File: src/rtl/trap_ctrl_pkg.sv
// Shared types, CSR addresses and field positions for the trap/mret sequencer.
package trap_ctrl_pkg;

  typedef logic [63:0] reg_t;
  typedef logic [11:0] csr_addr_t;

  typedef enum logic [2:0] {
    TrapIdle     = 3'd0,
    TrapWMepc    = 3'd1,
    TrapWMcause  = 3'd2,
    TrapWMtval   = 3'd3,
    TrapWMstatus = 3'd4,
    TrapMret     = 3'd5
  } trap_state_e;

  localparam csr_addr_t CsrMstatus = 12'h300;
  localparam csr_addr_t CsrMie     = 12'h304;
  localparam csr_addr_t CsrMepc    = 12'h341;
  localparam csr_addr_t CsrMcause  = 12'h342;
  localparam csr_addr_t CsrMtval   = 12'h343;

  localparam logic [4:0] CauseMTimerInt = 5'd7;

  localparam int MstatusIeBit  = 0;
  localparam int MstatusIe1Bit = 3;
  localparam int MieMtieBit    = 7;

  function automatic reg_t mstatus_val(input logic ie1, input logic ie);
    reg_t r;
    r = '0;
    r[MstatusIe1Bit] = ie1;
    r[MstatusIeBit]  = ie;
    return r;
  endfunction

endpackage

File: src/rtl/trap_ctrl.sv
// Owns the CSR write port: passes instruction writes through in IDLE and
// sequences the multi-cycle trap entry and mret writes, with shadowed ie/mtie/mepc.
module trap_ctrl
  import trap_ctrl_pkg::*;
#(
  parameter logic [63:0] MTVEC = 64'h0000_0000_8000_0004
) (
  input  logic        clk,
  input  logic        rst,
  input  logic        exc_valid_i,
  input  logic [4:0]  exc_cause_i,
  input  logic [63:0] exc_pc_i,
  input  logic [63:0] exc_tval_i,
  input  logic        mret_i,
  input  logic        irq_timer_i,
  input  logic [63:0] irq_pc_i,
  input  logic        inst_we_i,
  input  csr_addr_t   inst_waddr_i,
  input  reg_t        inst_wdata_i,
  output logic        csr_we_o,
  output csr_addr_t   csr_waddr_o,
  output reg_t        csr_wdata_o,
  output logic        stall_o,
  output logic        redirect_valid_o,
  output logic [63:0] redirect_pc_o
);

  trap_state_e state_q;
  reg_t        pc_q, cause_q, tval_q, shadow_mepc_q;
  logic        shadow_ie_q, shadow_ie1_q, shadow_mtie_q;
  logic        irq_take;

  assign irq_take = shadow_ie_q & shadow_mtie_q & irq_timer_i;

  always_ff @(posedge clk) begin
    if (rst) begin
      state_q       <= TrapIdle;
      pc_q          <= '0;
      cause_q       <= '0;
      tval_q        <= '0;
      shadow_mepc_q <= '0;
      shadow_ie_q   <= 1'b0;
      shadow_ie1_q  <= 1'b0;
      shadow_mtie_q <= 1'b0;
    end else begin
      case (state_q)
        TrapIdle: begin
          if (exc_valid_i) begin
            pc_q    <= exc_pc_i;
            cause_q <= {59'h0, exc_cause_i};
            tval_q  <= exc_tval_i;
            state_q <= TrapWMepc;
          end else if (irq_take) begin
            pc_q    <= irq_pc_i;
            cause_q <= {1'b1, 58'h0, CauseMTimerInt};
            tval_q  <= '0;
            state_q <= TrapWMepc;
          end else if (mret_i) begin
            state_q <= TrapMret;
          end else if (inst_we_i) begin
            // Snoop pass-through writes so the CSR read port is never needed.
            if (inst_waddr_i == CsrMstatus) begin
              shadow_ie_q  <= inst_wdata_i[MstatusIeBit];
              shadow_ie1_q <= inst_wdata_i[MstatusIe1Bit];
            end
            if (inst_waddr_i == CsrMie)  shadow_mtie_q <= inst_wdata_i[MieMtieBit];
            if (inst_waddr_i == CsrMepc) shadow_mepc_q <= inst_wdata_i & ~64'h3;
          end
        end
        TrapWMepc: begin
          shadow_mepc_q <= pc_q & ~64'h3;
          state_q       <= TrapWMcause;
        end
        TrapWMcause: state_q <= TrapWMtval;
        TrapWMtval:  state_q <= TrapWMstatus;
        TrapWMstatus: begin
          shadow_ie1_q <= shadow_ie_q;
          shadow_ie_q  <= 1'b0;
          state_q      <= TrapIdle;
        end
        TrapMret: begin
          shadow_ie_q  <= shadow_ie1_q;
          shadow_ie1_q <= 1'b1;
          state_q      <= TrapIdle;
        end
        default: state_q <= TrapIdle;
      endcase
    end
  end

  always_comb begin
    csr_we_o         = 1'b0;
    csr_waddr_o      = '0;
    csr_wdata_o      = '0;
    redirect_valid_o = 1'b0;
    redirect_pc_o    = '0;
    case (state_q)
      TrapIdle: begin
        // A same-cycle instruction write loses to any trap or mret and is dropped.
        if (!exc_valid_i && !irq_take && !mret_i) begin
          csr_we_o    = inst_we_i;
          csr_waddr_o = inst_waddr_i;
          csr_wdata_o = inst_wdata_i;
        end
      end
      TrapWMepc: begin
        csr_we_o    = 1'b1;
        csr_waddr_o = CsrMepc;
        csr_wdata_o = pc_q & ~64'h3;
      end
      TrapWMcause: begin
        csr_we_o    = 1'b1;
        csr_waddr_o = CsrMcause;
        csr_wdata_o = cause_q;
      end
      TrapWMtval: begin
        csr_we_o    = 1'b1;
        csr_waddr_o = CsrMtval;
        csr_wdata_o = tval_q;
      end
      TrapWMstatus: begin
        csr_we_o         = 1'b1;
        csr_waddr_o      = CsrMstatus;
        csr_wdata_o      = mstatus_val(shadow_ie_q, 1'b0);
        redirect_valid_o = 1'b1;
        redirect_pc_o    = MTVEC;
      end
      TrapMret: begin
        csr_we_o         = 1'b1;
        csr_waddr_o      = CsrMstatus;
        csr_wdata_o      = mstatus_val(1'b1, shadow_ie1_q);
        redirect_valid_o = 1'b1;
        redirect_pc_o    = shadow_mepc_q;
      end
      default: ;
    endcase
  end

  assign stall_o = (state_q != TrapIdle);

endmodule

File: config.mk
export PLATFORM = sky130hd
export DESIGN_NAME = trap_ctrl
export DESIGN_NICKNAME = d
export VERILOG_FILES = /design/src/rtl/trap_ctrl_pkg.sv /design/src/rtl/trap_ctrl.sv
export SDC_FILE = /design/constraint.sdc
export NUM_CORES = 1
export LEC_CHECK = 0
export CORE_MARGIN = 2
export CORE_UTILIZATION = 39
export CTS_CLUSTER_DIAMETER = 60
export CTS_CLUSTER_SIZE = 8
export DETAILED_ROUTE_END_ITERATION = 7
export GPL_TIMING_DRIVEN = 1
export HOLD_SLACK_MARGIN = 0.08
export MAX_ROUTING_LAYER = met4
export PLACE_DENSITY = 0.77
export REMOVE_ABC_BUFFERS = 1
export SLEW_MARGIN = 20
export SYNTH_ARGS = -nofsm -noshare
export SYNTH_HDL_FRONTEND = slang
export SYNTH_SLANG_ARGS = --single-unit
File: constraint.sdc
create_clock -name clk -period 1.85 [get_ports clk]
set_input_delay 0.185 -clock clk [delete_from_list [all_inputs] [get_ports clk]]
set_output_delay 0.185 -clock clk [all_outputs]
set_load 0.1 [all_outputs]
# Word level (Yosys, flattened, before mapping)
# Cells that the tools add are included.
# op_classes
n_eq_ne,15
mux,36
n_bitwise,5
reduce_logical,16
# op_table
op,n
$mux 64,12
$pmux 64 s6,1
$pmux 64 s2,2
$pmux 12 s5,1
$eq 12x10->1 const B,3
$reduce_and 6->1,3
$mux 1,12
$mux 12,1
$ne 2x2->1 const B,6
$pmux 3 s4,1
$mux 3,3
$eq 3x2->1 const B,2
$eq 3x3->1 const B,2
$pmux 1 s3,2
$reduce_bool 3->1,2
$reduce_or 5->1,1
$ne 4x4->1 const B,1
$reduce_bool 2->1,2
$eq 3x1->1 const B,1
$logic_not 1->1,3
$logic_not 3->1,1
$not 1->1,3
$and 1x1->1,2
$logic_and 1x1->1,2
other kinds (3),3
# word_totals
reg_bits,262
inputBits,279
output_inout_bits,143
word_cells,80

# Depth between registers and ports, before layout
# Gate-level depths: netlist (run 1).
# depth
depth_word,7
depth_mapped,8
mapped_depth_nobuf,5

# Worst setup path after synthesis (run 1)
# Ideal clock, no wire load.
# synth_path
path_kind,reg2out
startpoint,register state_q[1]
endpoint,output csr_wdata_o[4]
arrival_time_ns,3.221
t_required_ns,1.665
path_slack_ns,-1.556
path_stages_with_launch,6
n_path_buf,1
path_cell_list,dfxtp_1 clkbuf_1 inv_1 nor2_1 a22oi_1 o21ai_0
# synth_between
elab_chain_cells,2
elab_cells_between_ends,7
classes_between,eq/ne (5); mux (1); reduce/logical (1)
# synth_rtl
item,line,text
start: declaration,trap_ctrl.sv:28,trap_state_e state_q;
start signal: assignment,trap_ctrl.sv:37,state_q <= TrapIdle;
start signal: assignment,trap_ctrl.sv:52,state_q <= TrapWMepc;
start signal: assignment,trap_ctrl.sv:57,state_q <= TrapWMepc;
"$eq 3x3->1, or another cell as far along",trap_ctrl.sv:97,case (state_q)
$pmux 64 s6 (*),trap_ctrl.sv:97,
end: declaration,trap_ctrl.sv:22,"output reg_t csr_wdata_o,"
# Mark *: on every way between the ends. The rest lies on a longest branch, timed or not.

# Final worst setup path (run 1)
# layout_path
startpoint,register state_q[0]
endpoint,output csr_wdata_o[53]
# The elaborated chain is that of the path after synthesis.

==> summary.txt, run 1 <==
Detailed routing
  – Remaining antenna violation count: 0
  – Drt first pass iters: 7
  – Final WL: 50400 µm
  – DRC viols: 0
  – DR WL/cell: ~25 µm
  – Vias per cell: about 6.2
  – Vias: roughly 12000
  – Initial DRC Count: 1760

Finish
  – ANT cells: 0
  – # nets final: 1929
  – Final Instance Count excl. Fillers: 1992
  – Area grow syn2layout: 91.4%
  – Post-Route Utilization: between 70% and 80%
  – Fraction of layout cells with a size suffix above 1: about 31%

Synth
  – Yosys reg bits: 200
  – Post-Synthesis Cells: about 1200
  – Syn Area/Cell: 8.37 µm²
  – Syn. warnings: 0
  – Synth Cell Area: 9950 µm²
  – Netlist cell types: 42
  – Register area share after synthesis: roughly 40%

CTS
  – Clock buffer depth: 2
  – H-tree levels: 4
  – Worst skew pair latency: 0.44 ns
  – CTS tree: yes
  – CTS Hold Bufs: 0
  – Clock transition at path regs: ~0.080 ns
  – Num CTS Buffers: 17
  – Root Buffer: clkbuf_16
  – Clock sink count: 200

Timing
  – Fmax achieved: 414 MHz
  – Setup violators final: 333
  – Least-Margin Pin Slew: between 0.6 and 0.7 ns
  – Setup TNS: -102.35 ns
  – Fin. Hold Viols: 0
  – Crit path time final: 2.42 ns
  – Final worst slack: -0.566 ns
  – Part of the cycle the worst path needs: 131%
  – Worst Skew: 0.0196 ns
  – RSZ-0062 raised after global routing: true
  – Count of pins over their slew limit: 0
  – Slew headroom: 57.0%

GRT
  – First-pass GRT wire length: around 68000 µm
  – Initial antenna violation count: 0
  – Gr usage total: about a third
  – Vias in the first global route: 12159
  – Pin count of the biggest net entering global routing: between 50 and 60
  – Global route overflow: 0

Min path
  – Worst Hold Class: in2reg

Worst setup path
  – Startpoint Class: flop
  – Worst Path Arrival: 2.23 ns
  – Internal reg-to-reg setup slack: -0.55 ns
  – Max FO, Critical Path: 7
  – Worst Setup Path Type: reg2out
  – CP Capture Type: output port
  – Worst Path Required: 1.66 ns

Run status
  – Failing checks: negative setup slack
  – Run status: finished with violations

Pwr
  – Pwr Density: 877 nW/µm²
  – Leakage: roughly 7.6 nW
  – Peak VDD IR: around 550 µV

Placement
  – Dpl cells: between 1500 and 2000
  – DP HPWL: between 30000 and 40000 µm
  – Placer Congestion: 0.895
  – IO buf count: 415

Die
  – IO Pins: between 400 and 500
  – Die outline width: between 150 and 200 µm
  – Rows: between 50 and 60
  – Starting density of the core: between 30% and 40%
  – DIE AREA: about 27000 µm²
  – Core Area: 25100 µm²
  – Die H: about 160 µm

Flow run
  – Max cap viols: 0
==> cell usage after synthesis (all sizes together) <==
master   instances  share of area (%)
a211oi          63                4.8
a211o            1              0.088
nand4            1              0.063
nor4             3               0.34
nand3           63                3.2
a222oi          58                5.8
nand2            9               0.34
mux2             4               0.45
nand2b           3               0.19
nor4b            1              0.088
dfxtp          200                 40
o21a             4               0.30
and2             3               0.19
clkbuf          98                3.7
mux2i           65                6.5
a21oi           12               0.60
or3              1              0.063
and3            70                4.4
nand4bb          1               0.11
a311oi          63                5.5
nor3             8               0.45
nor2b            2               0.13
clkinv           1              0.038
a31o             1              0.088
o211ai           1              0.075
o41ai            1              0.088
a31oi            4               0.25
inv             62                2.3
o21ai           69                3.5
conb             1              0.038
buf             41                2.8
or4b             2               0.28
a22oi           69                5.2
nor2           203                7.7
or4              1              0.075
==> what timing repair did <==
action	4_1_cts	5_1_grt
cloned	12	18
endpoints found under the hold margin	0	0
setup buffers	24	15
setup endpoints to repair	280	337
pin swaps	42	29
gates resized for setup	134	158
==> placed cells by master (no fill, tap or decap), types with 31 or more instances in the layout <==
cell type,count
clkdlybuf4s50_1,272
inv_1,58
a22oi_1,67
mux2i_1,65
nor2_1,200
clkbuf_16,31
a311oi_1,49
buf_12,178
o21ai_2,45
buf_6,33
dfxtp_1,197
a211oi_1,63
nand3_1,60
a222oi_1,58
buf_4,61
and3_4,59
==> sequential cells by signal, indices dropped and copies added (netlist names) <==
name and flops:
state_q 3, shadow_mtie_q 1, shadow_mepc_q 62, pc_q 62, tval_q 64, shadow_ie1_q 1, cause_q 6, shadow_ie_q 1
==> final cells by class <==
class | instances | area [µm²]
Timing Repair Buffer | 579 | 7950
Fill cell | 1653 | 6060
Multi-Input combinational cell | 788 | 5840
Sequential cell | 200 | 4010
Clock buffer | 18 | 429
Tap cell | 330 | 413
Inverter | 63 | 259
Clock inverter | 13 | 138
Timing Repair inverter | 1 | 16.3
==> power breakdown <==
part | leakage, nW | internal [mW] | switching (mW)
registers | 1.65 | 4.89 | 0.448
clock network | 0.277 | 1.90 | 1.86
logic | 5.72 | 3.23 | 4.37
==> path summary, 6_finish.rpt <==
path                                          end              start  cells past startpoint
worst max-delay path              csr_wdata_o[53]         state_q[0]                      9
worst min-delay path                   tval_q[58]                rst                      2
worst max register to register  shadow_mepc_q[31]         state_q[0]                      7
worst min register to register  shadow_mepc_q[24]  shadow_mepc_q[24]                      2
==> critical path, stage by stage (launching register included) <==
cell and delay (ns):
dfxtp_2 0.35, buf_6 0.14, inv_4 0.07, buf_6 0.11, nor2_4 0.07, buf_12 0.16, buf_12 0.13, a222oi_1 0.40
inv_1 0.15, buf_12 0.19
==> through the flow <==
stage | hold slack [ns] | setup WS (ns) | power, mW | cell area [µm²]
2_1_floorplan | 0.254 | -5.10 | 8.80 | 9310
3_3_place_gp | 0.476 | -0.630 | 11.7 | 16400
3_5_place_dp | 0.485 | -0.726 | 11.8 | 16400
4_1_cts | 0.141 | -0.471 | 16.0 | 17900
5_1_grt | 0.194 | -0.582 | 17.2 | 19100
6_report | 0.178 | -0.566 | 16.7 | 19100
==> cells by family after synthesis <==
| kind of cell | after synthesis | share of synthesized area (%) |
|---|---|---|
| other | 1 | 0.0377 |
| AOI/OAI and AO/OA | 346 | 26.3 |
| muxes | 69 | 6.99 |
| DFF | 200 | 40.2 |
| and+or+nand+nor | 371 | 17.5 |
| buffers and inverters | 202 | 8.92 |
==> routing by layer <==
layer	GRT usage [%]	up-vias	routed length, µm	part of all wire (%)
li1	-	5393	-	-
met1	37.1	5917	17700	35
met2	56.3	871	24600	49
met3	7.30	214	4890	9.7
met4	18.7	0	3200	6.4
met5	-	-	0	0
(Power assumes the default switching activity.)
==> run 2: changes to the inputs <==
--- a/config.mk
+++ b/config.mk
@@ -11,7 +11,6 @@
 export CTS_CLUSTER_SIZE = 8
 export DETAILED_ROUTE_END_ITERATION = 7
 export GPL_TIMING_DRIVEN = 1
-export HOLD_SLACK_MARGIN = 0.08
 export MAX_ROUTING_LAYER = met4
 export PLACE_DENSITY = 0.77
 export REMOVE_ABC_BUFFERS = 1
==> results of run 2 <==
Final layout, timing and power as in run 1 (identical DEF).
==> edit, RTL diff (flow settings as in run 2) <==
Register the input `irq_pc_i` before use, cleared by the reset. The logic sees it one clock later. The other inputs are not delayed to match.
--- a/src/rtl/trap_ctrl.sv
+++ b/src/rtl/trap_ctrl.sv
@@ -27,2 +27,12 @@
 
+  logic [63:0] irq_pc_q;
+
+  always_ff @(posedge clk) begin
+    if (rst) begin
+      irq_pc_q <= '0;
+    end else begin
+      irq_pc_q <= irq_pc_i;
+    end
+  end
+
   trap_state_e state_q;
@@ -53,3 +63,3 @@
           end else if (irq_take) begin
-            pc_q    <= irq_pc_i;
+            pc_q    <= irq_pc_q;
             cause_q <= {1'b1, 58'h0, CauseMTimerInt};
Function: not settled (the Yosys comparison gave no result); the edit may change what the design does.
==> edit against run 2 <==
The run still ends with setup timing left. Critical path depth shrank 2. Routed wire length grew 13%. Design area grew 18%. Sequential cell count grew 62. Synthesized area grew 23%. Sequential share of layout area grew 2.3 points. Register-to-register slack gained 0.13 ns. Power grew 29%. Setup slack lost 0.059 ns. Critical endpoint is now csr_wdata_o[48]. Largest cell class unchanged. Largest power group unchanged.
==> edit: results (changes against run 2) <==
* Status: finished with violations (unchanged)
* Failing checks: setup timing (unchanged)
* Critical path arrival at 2.29 ns (was 2.23 ns)
* R2R Setup Slk at -0.42 ns (was -0.55 ns)
* Worst-path clk slew at 0.05 ns (was 0.08 ns)
* Worst Path Max Fanout at 6 (was 7)
* Synth top area cells: dfxtp_1 43%, mux2i_1 11%, mux2_4 7.3% (was dfxtp_1 40%, nor2_1 7.7%, mux2i_1 6.5%)
* Mux share of post-synthesis cell area at 18.24% (was 6.988%)
* HPWL Detailed at 30780 µm (was 30090 µm)
* Synth Area in Compound Gates at 14.35% (was 26.29%)
* Yosys cell types at 46 (was 42)
* Met2 Use GR at 52.11% (was 56.28%)
* Filler cell count at 1920 (was 1653)
* Final WS setup at -0.6247 ns (was -0.5656 ns)
* Share of layout cells above drive strength 1 at 34.39% (was 30.51%)
* Initial DRC Count at 1373 (was 1760)
* Routability cong. at 0.8745 (was 0.8948)
* GR Util met3 at 6.632% (was 7.298%)
* GR Util met1 at 33.71% (was 37.12%)
* Reg2Reg Depth at 9 (was 7)
* Reg2reg end: shadow_mepc_q[58]$_SDFFE_PP0P_ (was shadow_mepc_q[31]$_SDFFE_PP0P_)
* Setup violators final at 278 (was 333)
* Worst-Margin Slew at 0.7125 ns (was 0.6446 ns)
* Area after DPL at 18700 µm² (was 16400 µm²)
* Skew final at 0.01805 ns (was 0.01965 ns)
edit: worst max path at each step:
stage                                       start               to  slack [ns]  cells after the start
final                     state_q[0]$_SDFFE_PP0P_  csr_wdata_o[48]       -0.62                      7
after global routing      state_q[0]$_SDFFE_PP0P_  csr_wdata_o[54]       -0.67                      7
after CTS                 state_q[0]$_SDFFE_PP0P_  csr_wdata_o[10]       -0.57                      6
after detailed placement              irq_timer_i  csr_wdata_o[13]       -0.57                      7
after global placement                irq_timer_i  csr_wdata_o[13]       -0.62                      7
after floorplan           state_q[0]$_SDFFE_PP0P_  csr_wdata_o[10]       -4.06                      3
edit: timing repair:
item / CTS / global route
setup endpoints to repair: 202 / 267
gates cloned: 26 / 19
buffers inserted: 39 / 43
pin swaps: 71 / 59
resized for setup: 188 / 178
edit: where the power goes:
group          leakage [nW]  internal, mW  switching (mW)
Sequential             2.16          6.21           0.399
Clock                 0.478          3.62            2.45
Combinational          7.13          4.01            4.91
Total                  9.76          13.8            7.76
edit: area by class of cell:
class,count,area [µm²],area share [%]
Tap cell,396,495.5,2.196
Timing Repair Buffer,601,8315,36.85
Inverter,65,261.5,1.159
Sequential cell,262,5259,23.30
Timing Repair inverter,1,16.27,0.07208
Antenna cell,1,2.502,0.01109
Clock inverter,1,16.27,0.07208
Clock buffer,40,958.4,4.247
Multi-Input combinational cell,853,7242,32.09
edit: metrics by stage:
| stage | utilization [%] | setup TNS, ns | cells | setup slack (ns) |
|---|---|---|---|---|
| after floorplan | - | -936.65 | 1180 | -4.062 |
| after global placement | 60.80 | -48.51 | 2075 | -0.6170 |
| after detailed placement | 60.80 | -53.68 | 2075 | -0.5662 |
| after CTS | 70.12 | -68.51 | 2181 | -0.5716 |
| after global routing | 73.39 | -104.78 | 2220 | -0.6656 |
| final | 73.39 | -92.32 | 2220 | -0.6247 |
